<file path="config.mk">
export PLATFORM = sky130hd
export DESIGN_NAME = memory_stage
export DESIGN_NICKNAME = d
export VERILOG_FILES = /design/src/rtl/riscv_pipe_pkg.sv /design/src/rtl/Mem_wb_register.sv /design/src/rtl/memory_stage.sv
export SDC_FILE = /design/constraint.sdc
export NUM_CORES = 1
export LEC_CHECK = 0
export ABC_CLOCK_PERIOD_IN_PS = 26500
export CAP_MARGIN = 25
export CORE_AREA = 2 2 158 160
export DETAILED_ROUTE_END_ITERATION = 12
export DIE_AREA = 0 0 160 162
export PLACE_DENSITY_LB_ADDON = 0.3
export SYNTH_ARGS = -nofsm -noshare
export SYNTH_HDL_FRONTEND = slang
export SYNTH_SLANG_ARGS = --single-unit
</file>
<file path="constraint.sdc">
create_clock -name clk_i -period 26.5 [get_ports clk_i]
set_input_delay 7.95 -clock clk_i [delete_from_list [all_inputs] [get_ports clk_i]]
set_output_delay 7.95 -clock clk_i [all_outputs]
set_load 0.02 [all_outputs]
</file>
<file path="src/rtl/riscv_pipe_pkg.sv">
// Shared pipeline definitions: datapath width, register-index width and the
// memory-stage FSM state type.
package riscv_pipe_pkg;

    localparam int XLEN      = 32;
    localparam int REG_IDX_W = 5;

    typedef enum logic {
        IDLE = 1'b0,
        WAIT = 1'b1
    } mem_state_e;

endpackage

</file>
<file path="src/rtl/Mem_wb_register.sv">
// MEM/WB pipeline register. A bubble clears the write-back controls and holds
// every data field; Mem_data only loads when mem_load_i marks returned read data.
module Mem_wb_register
    import riscv_pipe_pkg::*;
(
    input  logic                 clk_i,
    input  logic                 reset_i,
    input  logic                 bubble_i,
    input  logic                 mem_load_i,
    input  logic                 Reg_w_i,
    input  logic                 M_to_R_i,
    input  logic                 Jal_i,
    input  logic [XLEN-1:0]      Mem_data_i,
    input  logic [XLEN-1:0]      ALU_result_i,
    input  logic [XLEN-1:0]      PC_p4_i,
    input  logic [REG_IDX_W-1:0] RegD_i,
    output logic                 Reg_w_o,
    output logic                 M_to_R_o,
    output logic                 Jal_o,
    output logic [XLEN-1:0]      Mem_data_o,
    output logic [XLEN-1:0]      ALU_result_o,
    output logic [XLEN-1:0]      PC_p4_o,
    output logic [REG_IDX_W-1:0] RegD_o
);

    always_ff @(posedge clk_i or posedge reset_i) begin
        if (reset_i) begin
            Reg_w_o      <= 1'b0;
            M_to_R_o     <= 1'b0;
            Jal_o        <= 1'b0;
            Mem_data_o   <= '0;
            ALU_result_o <= '0;
            PC_p4_o      <= '0;
            RegD_o       <= '0;
        end else if (bubble_i) begin
            Reg_w_o  <= 1'b0;
            M_to_R_o <= 1'b0;
            Jal_o    <= 1'b0;
        end else begin
            Reg_w_o      <= Reg_w_i;
            M_to_R_o     <= M_to_R_i;
            Jal_o        <= Jal_i;
            ALU_result_o <= ALU_result_i;
            PC_p4_o      <= PC_p4_i;
            RegD_o       <= RegD_i;
            if (mem_load_i) begin
                Mem_data_o <= Mem_data_i;
            end
        end
    end

endmodule

</file>
<file path="src/rtl/memory_stage.sv">
// Pipeline memory stage: data-memory handshake FSM, stall/redirect generation
// and the MEM/WB register. Define MEM_TIMEOUT_EN to abort accesses that never ack.
module memory_stage
    import riscv_pipe_pkg::*;
#(
    parameter int TIMEOUT_CYCLES = 16
) (
    input  logic                 clk_i,
    input  logic                 reset_i,
    input  logic                 Reg_w_i,
    input  logic                 M_to_R_i,
    input  logic                 Mem_W_i,
    input  logic                 Mem_Rd_i,
    input  logic                 Jal_i,
    input  logic                 Branch_i,
    input  logic                 Jal_Alu_i,
    input  logic [XLEN-1:0]      Inm_result_i,
    input  logic [XLEN-1:0]      PC_i,
    input  logic [XLEN-1:0]      PC_p4_i,
    input  logic [XLEN-1:0]      Reg2_i,
    input  logic [XLEN-1:0]      ALU_result_i,
    input  logic [REG_IDX_W-1:0] RegD_i,
    output logic                 dmem_req_o,
    output logic                 dmem_we_o,
    output logic [XLEN-1:0]      dmem_addr_o,
    output logic [XLEN-1:0]      dmem_wdata_o,
    input  logic [XLEN-1:0]      dmem_rdata_i,
    input  logic                 dmem_ack_i,
    output logic                 Stall_o,
    output logic                 PC_src_o,
    output logic [XLEN-1:0]      PC_target_o,
    output logic                 Reg_w_o,
    output logic                 M_to_R_o,
    output logic                 Jal_o,
    output logic [XLEN-1:0]      Mem_data_o,
    output logic [XLEN-1:0]      ALU_result_o,
    output logic [XLEN-1:0]      PC_p4_o,
    output logic [REG_IDX_W-1:0] RegD_o,
    output logic                 Mem_err_o,
    output mem_state_e           dbg_state_o
);

    // Handshake: dmem_req_o is high exactly while in WAIT; addr/wdata/we are
    // captured on entry and stay constant until the cycle dmem_ack_i is seen.
    mem_state_e state;
    logic       mem_access;
    logic       timeout_hit;
    logic       mem_load;
    logic       wb_bubble;

    assign mem_access  = Mem_Rd_i | Mem_W_i;
    assign dbg_state_o = state;

`ifdef MEM_TIMEOUT_EN
    logic [7:0] wait_cnt;
    logic       err_q;

    // An ack arriving in the same cycle as the limit still completes the access.
    assign timeout_hit = (state == WAIT) && !dmem_ack_i && (wait_cnt == 8'(TIMEOUT_CYCLES));
    assign Mem_err_o   = err_q;
`else
    logic unused_timeout_cfg;

    assign unused_timeout_cfg = |TIMEOUT_CYCLES;
    assign timeout_hit        = 1'b0;
    assign Mem_err_o          = 1'b0;
`endif

    always_ff @(posedge clk_i or posedge reset_i) begin
        if (reset_i) begin
            state        <= IDLE;
            dmem_req_o   <= 1'b0;
            dmem_we_o    <= 1'b0;
            dmem_addr_o  <= '0;
            dmem_wdata_o <= '0;
`ifdef MEM_TIMEOUT_EN
            wait_cnt     <= '0;
            err_q        <= 1'b0;
`endif
        end else begin
            case (state)
                IDLE: begin
                    if (mem_access) begin
                        state        <= WAIT;
                        dmem_req_o   <= 1'b1;
                        dmem_we_o    <= Mem_W_i;
                        dmem_addr_o  <= ALU_result_i;
                        dmem_wdata_o <= Reg2_i;
`ifdef MEM_TIMEOUT_EN
                        wait_cnt     <= '0;
`endif
                    end
                end
                WAIT: begin
                    if (dmem_ack_i) begin
                        state      <= IDLE;
                        dmem_req_o <= 1'b0;
                    end else if (timeout_hit) begin
                        state      <= IDLE;
                        dmem_req_o <= 1'b0;
`ifdef MEM_TIMEOUT_EN
                        err_q      <= 1'b1;
`endif
                    end else begin
`ifdef MEM_TIMEOUT_EN
                        wait_cnt   <= wait_cnt + 8'd1;
`endif
                    end
                end
                default: begin
                    state      <= IDLE;
                    dmem_req_o <= 1'b0;
                end
            endcase
        end
    end

    // Reset gates the combinational outputs so the whole block reads as zero at once.
    always_comb begin
        Stall_o = 1'b0;
        if (!reset_i) begin
            case (state)
                IDLE:    Stall_o = mem_access;
                WAIT:    Stall_o = !dmem_ack_i && !timeout_hit;
                default: Stall_o = 1'b0;
            endcase
        end
    end

    always_comb begin
        PC_src_o    = 1'b0;
        PC_target_o = '0;
        if (!reset_i) begin
            if (Jal_Alu_i) begin
                PC_src_o    = 1'b1;
                PC_target_o = {ALU_result_i[XLEN-1:1], 1'b0};
            end else if (Jal_i || (Branch_i && (ALU_result_i == '0))) begin
                PC_src_o    = 1'b1;
                PC_target_o = PC_i + Inm_result_i;
            end
        end
    end

    // Stores complete with the same ack but must not disturb Mem_data.
    assign mem_load  = (state == WAIT) && dmem_ack_i && !dmem_we_o;
    assign wb_bubble = Stall_o | timeout_hit;

    Mem_wb_register u_mem_wb (
        .clk_i        (clk_i),
        .reset_i      (reset_i),
        .bubble_i     (wb_bubble),
        .mem_load_i   (mem_load),
        .Reg_w_i      (Reg_w_i),
        .M_to_R_i     (M_to_R_i),
        .Jal_i        (Jal_i),
        .Mem_data_i   (dmem_rdata_i),
        .ALU_result_i (ALU_result_i),
        .PC_p4_i      (PC_p4_i),
        .RegD_i       (RegD_i),
        .Reg_w_o      (Reg_w_o),
        .M_to_R_o     (M_to_R_o),
        .Jal_o        (Jal_o),
        .Mem_data_o   (Mem_data_o),
        .ALU_result_o (ALU_result_o),
        .PC_p4_o      (PC_p4_o),
        .RegD_o       (RegD_o)
    );

endmodule
</file>
After elaboration in Yosys (flattened, before gate mapping)
Cells that the tools add are included.
- register bits: 171
- word-level logic and storage cells: 45
- input bits: 207
- output and inout bits: 206
- $add $sub $neg: 1
- eq/ne operators: 2
- reductions and logical operators: 10
- bitwise operators: 3
- mux-type cells: 17
- operators by type and width (cell ; number):
    2-to-1 mux 32 bit ; 3
    adder 32 bit ; 1
    logical NOT 32 bit ; 1
    2-to-1 mux 1 bit ; 11
    case mux 1 bit (2 select lines) ; 3
    AND reduction 2 bit ; 3
    inequality test 2 bit, second input constant ; 2
    logical AND 1 bit ; 3
    logical NOT 1 bit ; 2
    inverter 1 bit ; 2
    logical OR 1 bit ; 1
    bitwise OR 1 bit ; 1

Longest topological paths before layout
- depth in word-level cells: 6
- gate-level depth with buffers: 12
- mapped depth without buffers: 12

By module
From an unflattened synthesis, not the netlist that was laid out.
- cell total of the unflattened synthesis: 651
- area total of the unflattened synthesis: 8420.6 um^2
- modules (own cells, without submodules) (module ; instances ; cells each ; sequential area each (um^2) ; area an instance (um^2)):
    memory_stage ; 1 ; 429 ; 1676.6 ; 4438.0
    Mem_wb_register ; 1 ; 222 ; 2602.5 ; 3982.6

Worst setup path after synthesis
OpenSTA, ideal clock, no wires.
- path kind: input-to-output
- start point: input reset_i
- end point: output Stall_o
- data required time: 18.550 ns
- setup slack: 5.733 ns
- arrival: 12.817 ns
- stages on the path: 5
- buffers on the path: 3
- cell sequence: clkbuf_1 inv_1 and2_1 clkbuf_1 clkbuf_1
- longest elaborated chain between the ends: 1
- RTL lines (what ; RTL line ; source):
    from (decl) ; memory_stage.sv:9 ; input logic reset_i,
    2-to-1 mux 1 bit ; memory_stage.sv:121 ; if (!reset_i) begin
    to (decl) ; memory_stage.sv:29 ; output logic Stall_o,
Every way passes these cells.

Worst setup path in the final report
- start point: input Inm_result_i[0]
- end point: output PC_target_o[30]
- longest elaborated chain between the ends: 4
- RTL lines (what ; RTL line ; source):
    from (decl) ; memory_stage.sv:17 ; input logic [XLEN-1:0] Inm_result_i,
    adder 32 bit ; memory_stage.sv:139 ; PC_target_o = PC_i + Inm_result_i;
    2-to-1 mux 32 bit ; memory_stage.sv:137 ; end else if (Jal_i || (Branch_i && (ALU_result_i == '0))) begin
    2-to-1 mux 32 bit ; memory_stage.sv:134 ; if (Jal_Alu_i) begin
    2-to-1 mux 32 bit ; memory_stage.sv:133 ; if (!reset_i) begin
    to (decl) ; memory_stage.sv:31 ; output logic [XLEN-1:0] PC_target_o,
Every way passes these cells.

==> key figures <==
Clock network
  • Num CTS Buffers: 17
  • CTS max path bufs: 2
  • CTS tree: done
  • Post-CTS setup buffers: 0
  • Clock sinks: 171
  • Root buffer cell: clkbuf_16
  • H-tree lvl count: 4
  • Clk Latency, worst-skew pair: 0.42 ns
  • # hold bufs at CTS: 0
  • Post-CTS Resized: 0
  • CTS clock-pin slew for the worst setup and hold paths: 0.06 ns

Setup path
  • Most used cell, CP: clkdlybuf4s50_1
  • Worst-path maximum fanout: 4
  • Crit path capture type: output port
  • Slowest stage delay, CP: 0.59 ns
  • Slowest cell on crit path: clkdlybuf4s50_1
  • Startpoint class of the critical path: input pin
  • WP data arrival: 11.63 ns
  • Crit-path cells: clkdlybuf4s50_1, ha_1, inv_1, fa_1, and2b_1, o2111ai_2, a2111oi_2, o21ai_2, o221a_4, o21bai_4, a31oi_1, xnor2_1, a22o_1, clkdlybuf4s50_1
  • Crit path required time: 18.55 ns
  • Setup Crit Path Kind: input pin to output port

Floorplan
  • Die area: 25920 um2
  • # rows: 57
  • Die height: 162 um
  • Initial Util: 0.3454
  • Core area: 24110 um2
  • Die width: 160 um
  • IO Pins: 413

Final layout
  • Share of cells above drive strength 1: 0.2022
  • Final cell count without fillers: 1403
  • Area occupied by multi-input gates: 3896 um2
  • Fillers: 2132
  • Nets: 1304
  • Finished Cell Area: 13360 um2
  • Storage cell area: 4279 um2
  • Synthesis-to-finish area growth: 60.52%
  • Final core occ: 0.5544

Yosys
  • Seq/Total Area, Yosys: 0.5140
  • Most frequent cells after synthesis: dfrtp_1, mux2_2, a21oi_1
  • Most frequent cell after synthesis: dfrtp_1
  • Synth async-reset ratio: 1.000
  • Adder-cell share of the synthesized area: 0.04899
  • Synthesized instance count: 658
  • Synth Area in Compound Gates: 0.1019
  • Post-synthesis mux area share: 0.2245
  • Syn. warnings: 0
  • Simple-gate area share of the yosys netlist: 0.06041
  • Syn avg cell area: 12.65 um2
  • Top-area cell type share of the netlist area: 0.5140
  • Post-synth EDFFs: 0
  • Leading post-synthesis cells by cell area: dfrtp_1, mux2_2, ha_1, a21oi_1, xnor2_1
  • Largest family of logic cells by synthesized area: multiplexers
  • Synthesized area: 8325 um2
  • Yosys cell types: 56
  • Largest area contributor in the netlist: dfrtp_1
  • Post-synthesis xor/xnor area fraction: 0.02946
  • Ys flop type: dfrtp_1
  • Syn_nets: 897
  • Flop and latch count out of synthesis: 171

Placed design
  • Placed cells: 1370
  • Placed cell area: 12800 um2
  • Final HPWL DP: 21200 um
  • PortBufs: 411
  • GPL Wtd Cong: 0.8810

Drt
  • DRC viols: 0
  • Vias: 6868
  • DR iter-0 viols: 307
  • DR WL/cell: 19.42 um
  • Number of routed nets with antenna violations: 0
  • Drt pass-1 iters: 4
  • Routed WL: 27250 um
  • Via density: 4.895

Timing
  • Slew Limit Fails: 0
  • Layout Skew: 0.008436 ns
  • Max_slew headroom: 0.3726
  • RSZ-0062 raised after global routing: false
  • Finish-stage setup viols: 0
  • Final Hold Slack: 0.5025 ns
  • Slew @ Worst Pin: 0.9410 ns
  • Fmax: 51.07 MHz
  • Setup TNS: 0 ns
  • Tcrit/Tclk final: 0.7390
  • Min cycle time layout: 19.58 ns
  • Final Hold Vio Count: 0

Global route
  • Largest net degree at the start of global routing: 107
  • Gr ovfl total: 0
  • First-pass GRT wire length: 41370 um
  • GRT Total Usage: 0.2085
  • Initial antenna violation count: 1
  • Vias in the first global route: 7038

Pwr
  • Leakage: 5.437 nW
  • VDD IR max: 35.90 uV
  • Power density cells: 82.34 nW/um2

Flow run
  • Max-cap violation count: 0

Run status
  • Status: finished clean

Min path
  • Hold WC Path Type: flip-flop to flip-flop
==> placed cells by master, fill, tap and decap left out, drive strengths merged, types with 3 or more instances in the layout <==
cell and n:
clkdlybuf4s50 411, dfrtp 171, mux2 166, a21oi 36
ha 31, nor2 31, inv 21, xnor2 18
clkbuf 18, nand2 16, a22o 16, o21ai 15
a21o 11, nor4 10, xor2 10, nand3 9
a22oi 9, buf 7, nor3 7, nand4 6
a31oi 6, nor2b 5, clkinvlp 5, and3 4
and2 4, o21a 3, a21boi 3, o21bai 3
==> layout make-up <==
type / instances / area share
Antenna cell: 1 / 0.0001872
Clock buffer: 18 / 0.03211
Clock inverter: 14 / 0.009643
Inverter: 13 / 0.004213
Multi-Input combinational cell: 444 / 0.2915
Sequential cell: 171 / 0.3202
Tap cell: 324 / 0.03033
Timing Repair Buffer: 418 / 0.3118
==> critical path, delay by kind of cell <==
kind | cells | cell delay [ns]
buffers and inverters | 3 | 1.12
AOI/OAI and AO/OA | 7 | 1.51
xor gates and xnor gates | 1 | 0.18
adders and majority gates | 2 | 0.60
and+or+nand+nor | 1 | 0.26
==> routing by layer <==
metal / vias to the layer above / wire, um / track usage
met3: 31 / 2114 / 0.06537
met1: 3337 / 10760 / 0.2464
met2: 273 / 13830 / 0.3634
li1: 3227 / - / -
met5: - / 0 / 0
met4: 0 / 546 / 0.06634
==> cell families (layout without fill, tap and decap cells) <==
kind of cell    count (synthesis)  count (layout)
compound gates                117             117
xor+xnor                       28              28
fa+ha+maj                      32              32
buf+inv                        43             463
flops                         171             171
mux                           166             166
other cells                     1               2
simple gates                  100             100
==> per-stage QoR <==
stage | setup WS, ns | power, mW
6_report | 6.918 | 1.100
3_3_place_gp | 6.982 | 0.8625
4_1_cts | 6.907 | 1.113
3_5_place_dp | 6.908 | 0.8701
5_1_grt | 6.695 | 1.154
2_1_floorplan | 5.733 | 0.6221
==> where the power goes <==
part / switching, mW / internal (mW) / leakage (nW) / total (mW)
Sequential: 0.0379 / 0.338 / 2.00 / 0.376
Combinational: 0.231 / 0.254 / 3.18 / 0.485
Clock: 0.115 / 0.124 / 0.259 / 0.239
Total: 0.385 / 0.716 / 5.44 / 1.10
==> worst paths after layout <==
kind	cells past startpoint	endpoint	slack [ns]	from
max in group asynchronous	4	dmem_wdata_o[11]$_DFFE_PP0P_	16.95	reset_i
min reg2reg	1	u_mem_wb.Mem_data_o[12]$_DFFE_PP0P_	0.50	u_mem_wb.Mem_data_o[12]$_DFFE_PP0P_
max	14	PC_target_o[30]	6.92	Inm_result_i[0]
min	1	u_mem_wb.Mem_data_o[12]$_DFFE_PP0P_	0.50	u_mem_wb.Mem_data_o[12]$_DFFE_PP0P_
max reg2reg	7	u_mem_wb.ALU_result_o[10]$_DFFE_PP0N_	23.59	dbg_state_o$_DFF_PP0_
min in group asynchronous	3	u_mem_wb.ALU_result_o[1]$_DFFE_PP0N_	8.18	reset_i
==> state kept, by name, indices dropped and copies added, names as in the netlist, 5 cells and up <==
register               count
u_mem_wb.RegD_o            5
u_mem_wb.Mem_data_o       32
u_mem_wb.PC_p4_o          32
u_mem_wb.ALU_result_o     32
dmem_wdata_o              32
dmem_addr_o               32
No activity file was read; power rests on OpenSTA's default activity.
